**config.mk**
```make
export PLATFORM = sky130hd
export DESIGN_NAME = time_set_ctrl
export DESIGN_NICKNAME = d
export VERILOG_FILES = /design/src/rtl/time_ctrl_pkg.sv /design/src/rtl/tick_prescaler.sv /design/src/rtl/time_set_ctrl.sv
export SDC_FILE = /design/constraint.sdc
export NUM_CORES = 1
export LEC_CHECK = 0
export BUFFER_PORTS_ARGS = -buffer_cell sky130_fd_sc_hd__buf_2
export CORE_MARGIN = 4
export CORE_UTILIZATION = 50
export CTS_BUF_LIST = sky130_fd_sc_hd__clkbuf_2
export CTS_CLUSTER_DIAMETER = 100
export CTS_CLUSTER_SIZE = 20
export DETAILED_ROUTE_END_ITERATION = 6
export PLACE_DENSITY = 0.82
export SETUP_SLACK_MARGIN = 0.3
export SLEW_MARGIN = 0
export SYNTH_ARGS = -nofsm -noshare
export SYNTH_HDL_FRONTEND = slang
export SYNTH_SLANG_ARGS = --single-unit
export TNS_END_PERCENT = 30
```
**constraint.sdc**
```tcl
create_clock -name clk -period 2.65 [get_ports clk]
set_input_delay 0.53 -clock clk [delete_from_list [all_inputs] [get_ports clk]]
set_output_delay 0.53 -clock clk [all_outputs]
set_load 0.01 [all_outputs]
```
**src/rtl/time_ctrl_pkg.sv**
```systemverilog
// Shared types and constants for the clock time-set controller.
package time_ctrl_pkg;

    localparam int unsigned FIELD_W = 6;

    localparam logic [FIELD_W-1:0] MAX_HOURS  = FIELD_W'(23);
    localparam logic [FIELD_W-1:0] MAX_MINSEC = FIELD_W'(59);

    typedef enum logic [2:0] {
        ST_RUN    = 3'd0,
        ST_SET_H  = 3'd1,
        ST_SET_M  = 3'd2,
        ST_SET_S  = 3'd3,
        ST_COMMIT = 3'd4
    } state_e;

    typedef enum logic [1:0] {
        FIELD_NONE  = 2'd0,
        FIELD_HOURS = 2'd1,
        FIELD_MINS  = 2'd2,
        FIELD_SECS  = 2'd3
    } field_e;

    typedef struct packed {
        logic [FIELD_W-1:0] hours;
        logic [FIELD_W-1:0] mins;
        logic [FIELD_W-1:0] secs;
    } hms_t;

    // Increment with wrap; out-of-range captured values also fold back to zero.
    function automatic logic [FIELD_W-1:0] inc_wrap(input logic [FIELD_W-1:0] val,
                                                    input logic [FIELD_W-1:0] max_val);
        return (val >= max_val) ? '0 : val + FIELD_W'(1);
    endfunction

endpackage

```
**src/rtl/tick_prescaler.sv**
```systemverilog
// Divides clk down to a one-second tick; counter is held at zero while disabled.
module tick_prescaler #(
    parameter int unsigned TICKS_PER_SEC = 250
) (
    input  logic clk,
    input  logic reset,
    input  logic enable,
    output logic tick
);

    localparam int unsigned CNT_W = (TICKS_PER_SEC > 1) ? $clog2(TICKS_PER_SEC) : 1;
    localparam logic [CNT_W-1:0] CNT_LAST = CNT_W'(TICKS_PER_SEC - 1);

    logic [CNT_W-1:0] cnt_q;
    logic [CNT_W-1:0] cnt_d;

    always_comb begin
        cnt_d = '0;
        if (enable && (cnt_q != CNT_LAST)) begin
            cnt_d = cnt_q + CNT_W'(1);
        end
    end

    always_ff @(posedge clk) begin
        if (reset) begin
            cnt_q <= '0;
        end else begin
            cnt_q <= cnt_d;
        end
    end

    assign tick = (cnt_q == CNT_LAST);

endmodule

```
**src/rtl/time_set_ctrl.sv**
```systemverilog
// Button-driven time-set sequencer: captures live time, edits h/m/s in a shadow
// copy, then pulses load for one cycle; also owns the seconds prescaler and blink.
module time_set_ctrl
    import time_ctrl_pkg::*;
#(
    parameter int unsigned TICKS_PER_SEC = 250,
    parameter int unsigned BLINK_HALF    = 125
) (
    input  logic               clk,
    input  logic               reset,
    input  logic               btn_mode,
    input  logic               btn_inc,
    input  logic [FIELD_W-1:0] cur_secs,
    input  logic [FIELD_W-1:0] cur_mins,
    input  logic [FIELD_W-1:0] cur_hours,
    output logic               sec_tick,
    output logic               load,
    output logic [FIELD_W-1:0] set_secs,
    output logic [FIELD_W-1:0] set_mins,
    output logic [FIELD_W-1:0] set_hours,
    output logic [1:0]         edit_field,
    output logic               blink
);

    localparam int unsigned BLINK_W = (BLINK_HALF > 1) ? $clog2(BLINK_HALF) : 1;
    localparam logic [BLINK_W-1:0] BLINK_LAST = BLINK_W'(BLINK_HALF - 1);

    state_e             state_q, state_d;
    hms_t               shadow_q, shadow_d;
    logic               blink_q, blink_d;
    logic [BLINK_W-1:0] blink_cnt_q, blink_cnt_d;
    logic               pre_enable;
    logic               pre_tick;

    // Prescaler only runs while staying in RUN, so it restarts from zero after COMMIT.
    assign pre_enable = (state_q == ST_RUN) && !btn_mode;

    tick_prescaler #(
        .TICKS_PER_SEC(TICKS_PER_SEC)
    ) u_prescaler (
        .clk   (clk),
        .reset (reset),
        .enable(pre_enable),
        .tick  (pre_tick)
    );

    always_ff @(posedge clk) begin
        if (reset) begin
            state_q     <= ST_RUN;
            shadow_q    <= '0;
            blink_q     <= 1'b0;
            blink_cnt_q <= '0;
        end else begin
            state_q     <= state_d;
            shadow_q    <= shadow_d;
            blink_q     <= blink_d;
            blink_cnt_q <= blink_cnt_d;
        end
    end

    always_comb begin
        state_d     = state_q;
        shadow_d    = shadow_q;
        blink_d     = 1'b0;
        blink_cnt_d = '0;

        // btn_mode is tested first everywhere so it wins over a coincident btn_inc.
        case (state_q)
            ST_RUN: begin
                if (btn_mode) begin
                    state_d        = ST_SET_H;
                    shadow_d.hours = cur_hours;
                    shadow_d.mins  = cur_mins;
                    shadow_d.secs  = cur_secs;
                end
            end
            ST_SET_H: begin
                if (btn_mode) begin
                    state_d = ST_SET_M;
                end else if (btn_inc) begin
                    shadow_d.hours = inc_wrap(shadow_q.hours, MAX_HOURS);
                end
            end
            ST_SET_M: begin
                if (btn_mode) begin
                    state_d = ST_SET_S;
                end else if (btn_inc) begin
                    shadow_d.mins = inc_wrap(shadow_q.mins, MAX_MINSEC);
                end
            end
            ST_SET_S: begin
                if (btn_mode) begin
                    state_d = ST_COMMIT;
                end else if (btn_inc) begin
                    shadow_d.secs = inc_wrap(shadow_q.secs, MAX_MINSEC);
                end
            end
            ST_COMMIT: begin
                state_d = ST_RUN;
            end
            default: begin
                state_d = ST_RUN;
            end
        endcase

        // Blink restarts lit on edit entry and keeps its phase across field changes.
        if ((state_q == ST_RUN) && (state_d == ST_SET_H)) begin
            blink_d     = 1'b1;
            blink_cnt_d = '0;
        end else if (state_d inside {ST_SET_H, ST_SET_M, ST_SET_S}) begin
            if (blink_cnt_q == BLINK_LAST) begin
                blink_d     = ~blink_q;
                blink_cnt_d = '0;
            end else begin
                blink_d     = blink_q;
                blink_cnt_d = blink_cnt_q + BLINK_W'(1);
            end
        end
    end

    always_comb begin
        edit_field = FIELD_NONE;
        case (state_q)
            ST_SET_H: edit_field = FIELD_HOURS;
            ST_SET_M: edit_field = FIELD_MINS;
            ST_SET_S: edit_field = FIELD_SECS;
            default:  edit_field = FIELD_NONE;
        endcase
    end

    assign sec_tick  = pre_tick && (state_q == ST_RUN);
    assign load      = (state_q == ST_COMMIT);
    assign set_hours = shadow_q.hours;
    assign set_mins  = shadow_q.mins;
    assign set_secs  = shadow_q.secs;
    assign blink     = blink_q;

endmodule

```
==> impl_metrics.tcl, run 1 <==
set metrics [dict create \
    clk_latency_ns 0.37 \
    p_leak_nw 0.927 \
    ys_async_sr_fraction_pct 0 \
    endpoint "sec_tick" \
    postSynthCellCount 242 \
    synthesis.area_um2 2020 \
    synth_flop_cell "dfxtp_1" \
    final_cells 332 \
    netlist.area_leader.share_pct 36.7 \
    yosys-top-cells-count "dfxtp_1, nor2_1, nand2_1" \
    drc 0 \
    hpwl_um 3060 \
    final_cell_area_um2 2300 \
    worstPathMaxFanout 3 \
    clkTransAtPathRegs_ns 0.18 \
    grt_first_pass_wirelength_um 7240 \
    p_sw_mw 0.367 \
    initial_core_util_pct 53.6 \
    combPwrFrac_pct 21.9 \
    first_pass_iters 4 \
    pwr-share-clk_pct 20.8 \
    grt_pass1_vias 1607 \
    drtAntennaViolNets 0 \
    holdBufCountCts 0 \
    routed_via_density 5.49 \
    finalWirelength_um 4270 \
    drv_slew 0 \
    routed-via-count 1823 \
    min_period_over_period_pct 84.5 \
    critPathArrivalTime_ns 1.71 \
    dp_slack_ns 0.766 \
    synthDominantAreaCellType "dfxtp_1" \
    yosysMostFrequentCell "dfxtp_1" \
    status "complete, no violations" \
    maxCapViolations 0 \
    finalCriticalPeriod_ns 2.24 \
    die-area_um2 5120 \
    finalWeightedCongestion 0.869 \
    cts_tree "yes" \
    syn-num-nets 271 \
    antenna_found_initial 0 \
    clock_path_buffers 2 \
    routedWlPerCell_um 12.9 \
    p_sw_share_pct 32.4 \
    r2r-end "set_mins[0]$_SDFFE_PP0P_" \
    port_buffers 44 \
    final.setup_skew_ns 0.00944 \
    cts.sinks 37 \
    drive_above_1_share_pct 21.8 \
    num_rows 22 \
    fin_setup_tns_ns 0 \
    power.internal_mw 0.764 \
    die_h_um 71.6 \
    cts_resized 0 \
    synth.avg_cell_area_um2 8.35 \
    ys_seq_area_share_pct 36.7 \
    finalSetupViolations 0 \
    crit_type "reg -> out" \
    diodes 0 \
    synth_area_leaders "dfxtp_1, nor2_1, ha_1, xnor2_1, a211oi_1" \
    yosysWarnings 0 \
    fin_nets 312 \
    rsz0062_at_grt "false" \
    r2r_setup_slack_ns 0.70 \
    fmax_mhz 446 \
    cp-start-kind "flip-flop" \
    post-place-cells 324 \
    worst_slack_ns 0.409 \
    timing.final.hold_violations 0 \
    synth_seq_cells 37 \
    setup.worst_path.start "u_prescaler.cnt_q[1]$_SDFF_PP0_" \
    slew_headroom_pct 59.5 \
    crit_path_end_kind "output port" \
    dpl_cell_area_um2 2250 \
    power.density_nw_per_um2 492 \
    die_w_um 71.6 \
    first_iter_violations 98 \
    overflow 0 \
    post_cts_buffers 0 \
    io_pins 45 \
    htreeDepth 2 \
    grt_usage_pct 17.3 \
    hold_class "in -> reg" \
    core_area_um2 3770 \
    tightest_slew_ns 0.604 \
    r2r_cells 4 \
    p_total_mw 1.13 \
    r2r_start "state_q[1]$_SDFF_PP0_" \
    nFillCells 345 \
    cts_root_buf "clkbuf_2" \
    seqPwrFrac_pct 57.3 \
    yosysUniqueCellTypes 49 \
    ir_drop_v 0.000341 \
    worstPathRequired_ns 2.12 \
    grt_max_degree 28 \
    synth_edf_count 0 \
    area_growth_pct 13.8 \
    cts_inserted_buffers 5 \
]
## through the flow
step                      utilization (%)  hold WS, ns
after floorplan                         -        0.430
after global placement               59.8        0.448
after detailed placement             59.8        0.458
after CTS                            60.7        0.360
after global routing                 61.0        0.352
final                                61.0        0.374
## worst min-delay path by stage
stage	startpoint	to	cells past startpoint
finish	cur_mins[5]	set_mins[5]$_SDFFE_PP0P_	3
global route	cur_mins[5]	set_mins[5]$_SDFFE_PP0P_	3
CTS	cur_hours[5]	set_hours[5]$_SDFFE_PP0P_	3
detailed placement	blink_cnt_q[0]$_SDFF_PP0_	blink_cnt_q[0]$_SDFF_PP0_	1
global placement	blink_cnt_q[0]$_SDFF_PP0_	blink_cnt_q[0]$_SDFF_PP0_	1
floorplan	blink_cnt_q[0]$_SDFF_PP0_	blink_cnt_q[0]$_SDFF_PP0_	1
## layout by cell type (no fill, tap or decap), drive strengths merged, types with 2 or more instances in the layout
cell type / n
a31oi: 3
clkbuf: 5
nor2: 32
inv: 11
nand3: 13
a211oi: 10
clkinv: 3
a311oi: 2
nand3b: 3
nand2b: 7
nor2b: 4
o22ai: 5
dfxtp: 37
nand2: 14
ha: 7
nor4b: 3
nor3: 11
a221oi: 4
xnor2: 8
o21ai: 9
a21oi: 10
xor2: 6
and3: 2
a32oi: 3
buf: 45
or2: 2
a211o: 3
or3b: 3
nand4: 2
and2: 5
## per-layer routing
| layer | part of all wire, % | vias to the layer above | track usage, % |
|---|---|---|---|
| met4 | 1.8 | 0 | 6.68 |
| li1 | - | 953 | - |
| met2 | 47 | 38 | 26.8 |
| met5 | 0 | - | 0 |
| met3 | 5.2 | 9 | 4.21 |
| met1 | 46 | 823 | 23.1 |
## power by group through the flow
stage | Sequential [mW] | Clock, mW | Combinational, mW
finish | 0.647 | 0.235 | 0.248
global route | 0.657 | 0.269 | 0.279
CTS | 0.646 | 0.246 | 0.249
detailed placement | 0.658 | 0 | 0.247
global placement | 0.657 | 0 | 0.243
floorplan | 0.656 | 0 | 0.170
## flip-flops by register name (all words and copies together), names as in the netlist
register	cells
blink_cnt_q	7
u_prescaler.cnt_q	8
set_hours	6
state_q	3
set_secs	6
set_mins	6
blink	1
## cell type report
type                    count  area [um2]  share of cell area, %
inverters                  11        41.3                   1.80
well taps                  48        60.1                   2.61
flip-flops and latches     37         743                   32.3
repair buffers             45         228                   9.90
clock buffers               5        25.0                   1.09
clock inverters             3        12.5                  0.544
multi-input cells         183        1190                   51.7
## critical path, stage by stage, from the launching register on
cell and delay (ns):
dfxtp_1 0.36, inv_1 0.06, ha_1 0.15, nand2_1 0.05, or3_1 0.34, nor4_2 0.19
buf_2 0.18
## cell families after synthesis
kind of cell | count (synthesis) | share of synthesized area [%]
adder cells (fa/ha/maj) | 7 | 4.33
multiplexers | 1 | 0.557
AND/OR/NAND/NOR | 105 | 27.3
XOR/XNOR | 14 | 6.07
buffers and inverters | 22 | 4.77
flip-flops | 37 | 36.7
AO/OA/AOI/OAI | 56 | 20.3
No activity file was read; power rests on OpenSTA's default activity.
==> inputs of run 2 (changes only) <==
--- a/config.mk
+++ b/config.mk
@@ -5,6 +5,7 @@
 export SDC_FILE = /design/constraint.sdc
 export NUM_CORES = 1
 export LEC_CHECK = 0
+export ABC_AREA = 1
 export BUFFER_PORTS_ARGS = -buffer_cell sky130_fd_sc_hd__buf_2
 export CORE_MARGIN = 4
 export CORE_UTILIZATION = 50
@@ -12,7 +13,7 @@
 export CTS_CLUSTER_DIAMETER = 100
 export CTS_CLUSTER_SIZE = 20
 export DETAILED_ROUTE_END_ITERATION = 6
-export PLACE_DENSITY = 0.82
+export PLACE_DENSITY = 0.81
 export SETUP_SLACK_MARGIN = 0.3
 export SLEW_MARGIN = 0
 export SYNTH_ARGS = -nofsm -noshare
==> constraint.sdc (replaced) <==
create_clock -name clk -period 2.2 [get_ports clk]
set_input_delay 0.44 -clock clk [delete_from_list [all_inputs] [get_ports clk]]
set_output_delay 0.44 -clock clk [all_outputs]
set_load 0.01 [all_outputs]
==> run 2 against run 1 <==
  * Setup slack worse by 0.014 ns
  * Register-to-register slack improved by 0.08 ns
  * Clock power increased by 30%
  * Hold slack lost 0.14 ns
  * Via count increased by 20%
  * Sequential power up 23%
  * Clock skew rose by 0.018 ns
  * Combinational power increased by 58%
  * Clock-buffer cell count unchanged
==> impl_metrics.tcl, run 2 <==
set metrics [dict create \
    status "complete, no violations" \
    fmax_mhz 554 \
    synthDominantAreaCellType "dfxtp_1" \
    largest_register_ff_count 8 \
    ys_async_sr_fraction_pct 0 \
    finalWirelength_um 4540 \
    syn-num-nets 376 \
    yosys-top-cells-count "nand2_1, nor2_1, inv_1" \
    grt_max_degree 14 \
    routed_via_density 4.87 \
    core_area_um2 4090 \
    routed-via-count 2181 \
    netlist.area_leader.share_pct 34.2 \
    synthesis.area_um2 2170 \
    post-place-cells 436 \
    drc 0 \
    cts_inserted_buffers 5 \
    crit_slowest_cell "dfxtp_2" \
    holdBufCountCts 0 \
    rsz0062_at_grt "true" \
    synth_area_leaders "dfxtp_1, nand2_1, nor2_1, inv_1, nand3_1" \
    hpwl_um 3470 \
    overflow 0 \
    final_cells 448 \
    drive_above_1_share_pct 20.4 \
    ir_drop_v 0.000392 \
    p_leak_nw 1.37 \
    tightest_slew_ns 0.396 \
    synth.avg_cell_area_um2 6.25 \
    crit_path_end_kind "output port" \
    yosysUniqueCellTypes 22 \
    clock_path_buffers 2 \
    cp-start-kind "flip-flop" \
    dp_slack_ns 0.719 \
    first_iter_violations 66 \
    clk_latency_ns 0.40 \
    regMostFlops "u_prescaler.cnt_q" \
    ys_seq_area_share_pct 34.2 \
    synth_seq_cells 37 \
    grt_pass1_vias 1873 \
    die-area_um2 5450 \
    slowest_delay_ns 0.36 \
    worstPathRequired_ns 1.76 \
    initial_core_util_pct 53.0 \
    layout_common_cells "nand2_1, nor2_1, buf_2" \
    yosysMostFrequentCell "nand2_1" \
    min_period_over_period_pct 82.0 \
    port_buffers 44 \
    drtAntennaViolNets 0 \
    power.density_nw_per_um2 593 \
    cts_tree "yes" \
    postSynthCellCount 347 \
    crit_type "reg -> out" \
    final.setup_skew_ns 0.0279 \
    slew_headroom_pct 73.3 \
    first_pass_iters 4 \
    cts.sinks 37 \
    grt_usage_pct 17.8 \
    io_pins 45 \
    num_rows 23 \
    synth_edf_count 0 \
    reg.largest.list "u_prescaler.cnt_q: 8 flops, blink_cnt_q: 7 flops" \
    r2r_cells 8 \
    clkTransAtPathRegs_ns 0.19 \
    cts_root_buf "clkbuf_2" \
    hold_class "in -> reg" \
    synth_flop_cell "dfxtp_1" \
    antenna_found_initial 0 \
    area_growth_pct 15.9 \
    critPathArrivalTime_ns 1.36 \
    timing.final.hold_violations 0 \
    die_h_um 73.8 \
    hold_depth 2 \
    drv_slew 0 \
    htreeDepth 2 \
    finalCriticalPeriod_ns 1.80 \
    finalWeightedCongestion 0.936 \
    diodes 0 \
    routedWlPerCell_um 10.1 \
    finalSetupViolations 0 \
    grt_first_pass_wirelength_um 7780 \
    layout_commonest_cell "nand2_1" \
    cp_cell_sequence "inv_2, ha_1, nand4_1, nor2_1, buf_2" \
    nFillCells 394 \
    die_w_um 73.8 \
    maxCapViolations 0 \
    fin_nets 426 \
    fin_setup_tns_ns 0 \
    worstPathMaxFanout 2 \
    yosysWarnings 0 \
    worst_slack_ns 0.396 \
]
[run 2: cell count changes after synthesis, moves of 6 or more]
cell	previous run	this run
nor2_1	32	73
nand2b_1	7	0
inv_1	11	39
nand2_1	14	116
o21ai_1	6	0
nand3_1	13	28
nor3_1	11	3
a21oi_1	9	3
a211oi_1	9	0
nand4_1	2	8
[run 2: per-layer routing]
metal  global-route usage [%]  share of wire [%]
met1                     22.9                 45
met2                     29.2                 46
met3                     4.79                7.4
met4                     5.03               0.97
met5                        0                  0
[run 2: layout make-up]
cell class              count  area, um2  area share [%]
inverters                  42        158            6.28
clock inverters             3       17.5           0.698
flip-flops and latches     37        754            30.0
multi-input cells         262       1240            49.2
well taps                  50       62.6            2.49
repair buffers             49        258            10.3
clock buffers               5       25.0           0.997
[run 2: path summary, 6_finish.rpt]
check                           slack, ns                             from                               to
worst max-delay path                 0.40  u_prescaler.cnt_q[1]$_SDFF_PP0_                         sec_tick
worst min-delay path                 0.23                            reset            state_q[1]$_SDFF_PP0_
worst max register to register       0.78         set_mins[1]$_SDFFE_PP0P_         set_mins[5]$_SDFFE_PP0P_
worst min register to register       0.48  u_prescaler.cnt_q[7]$_SDFF_PP0_  u_prescaler.cnt_q[7]$_SDFF_PP0_
[run 2: worst max-delay path: cells and delay by family (launching register included)]
family / cells / cell delay, ns
DFF: 1 / 0.36
buffers and inverters: 2 / 0.18
adders and majority gates: 1 / 0.12
and+or+nand+nor: 2 / 0.30
[run 2: cell families after synthesis]
logic type | after synthesis | synth area share, %
AND/OR/NAND/NOR | 236 | 45.8
buffers and inverters | 48 | 9.35
flip-flops | 37 | 34.2
XOR/XNOR | 12 | 4.85
AO/OA/AOI/OAI | 7 | 1.79
adder cells (fa/ha/maj) | 7 | 4.04
[run 2: report_power, final]
part | switching [mW] | total (mW) | internal, mW
Clock | 0.230 | 0.305 | 0.0749
Combinational | 0.237 | 0.391 | 0.153
Sequential | 0.0670 | 0.793 | 0.726
[run 2: repair_timing]
action,in CTS,in global routing
endpoints found under the setup margin,1,2
pin swaps,0,2
gates cloned,0,0
gates resized for setup,2,14
setup buffers,0,4
[run 2: through the flow]
stage / utilization (%) / power [mW] / cell area [um2] / hold slack (ns)
after global routing: 61.5 / 1.61 / 2510 / 0.199
after detailed placement: 59.0 / 1.19 / 2410 / 0.455
after floorplan: - / 1.08 / 2170 / 0.430
after global placement: 59.0 / 1.18 / 2410 / 0.443
after CTS: 60.2 / 1.50 / 2460 / 0.209
final: 61.5 / 1.49 / 2510 / 0.231
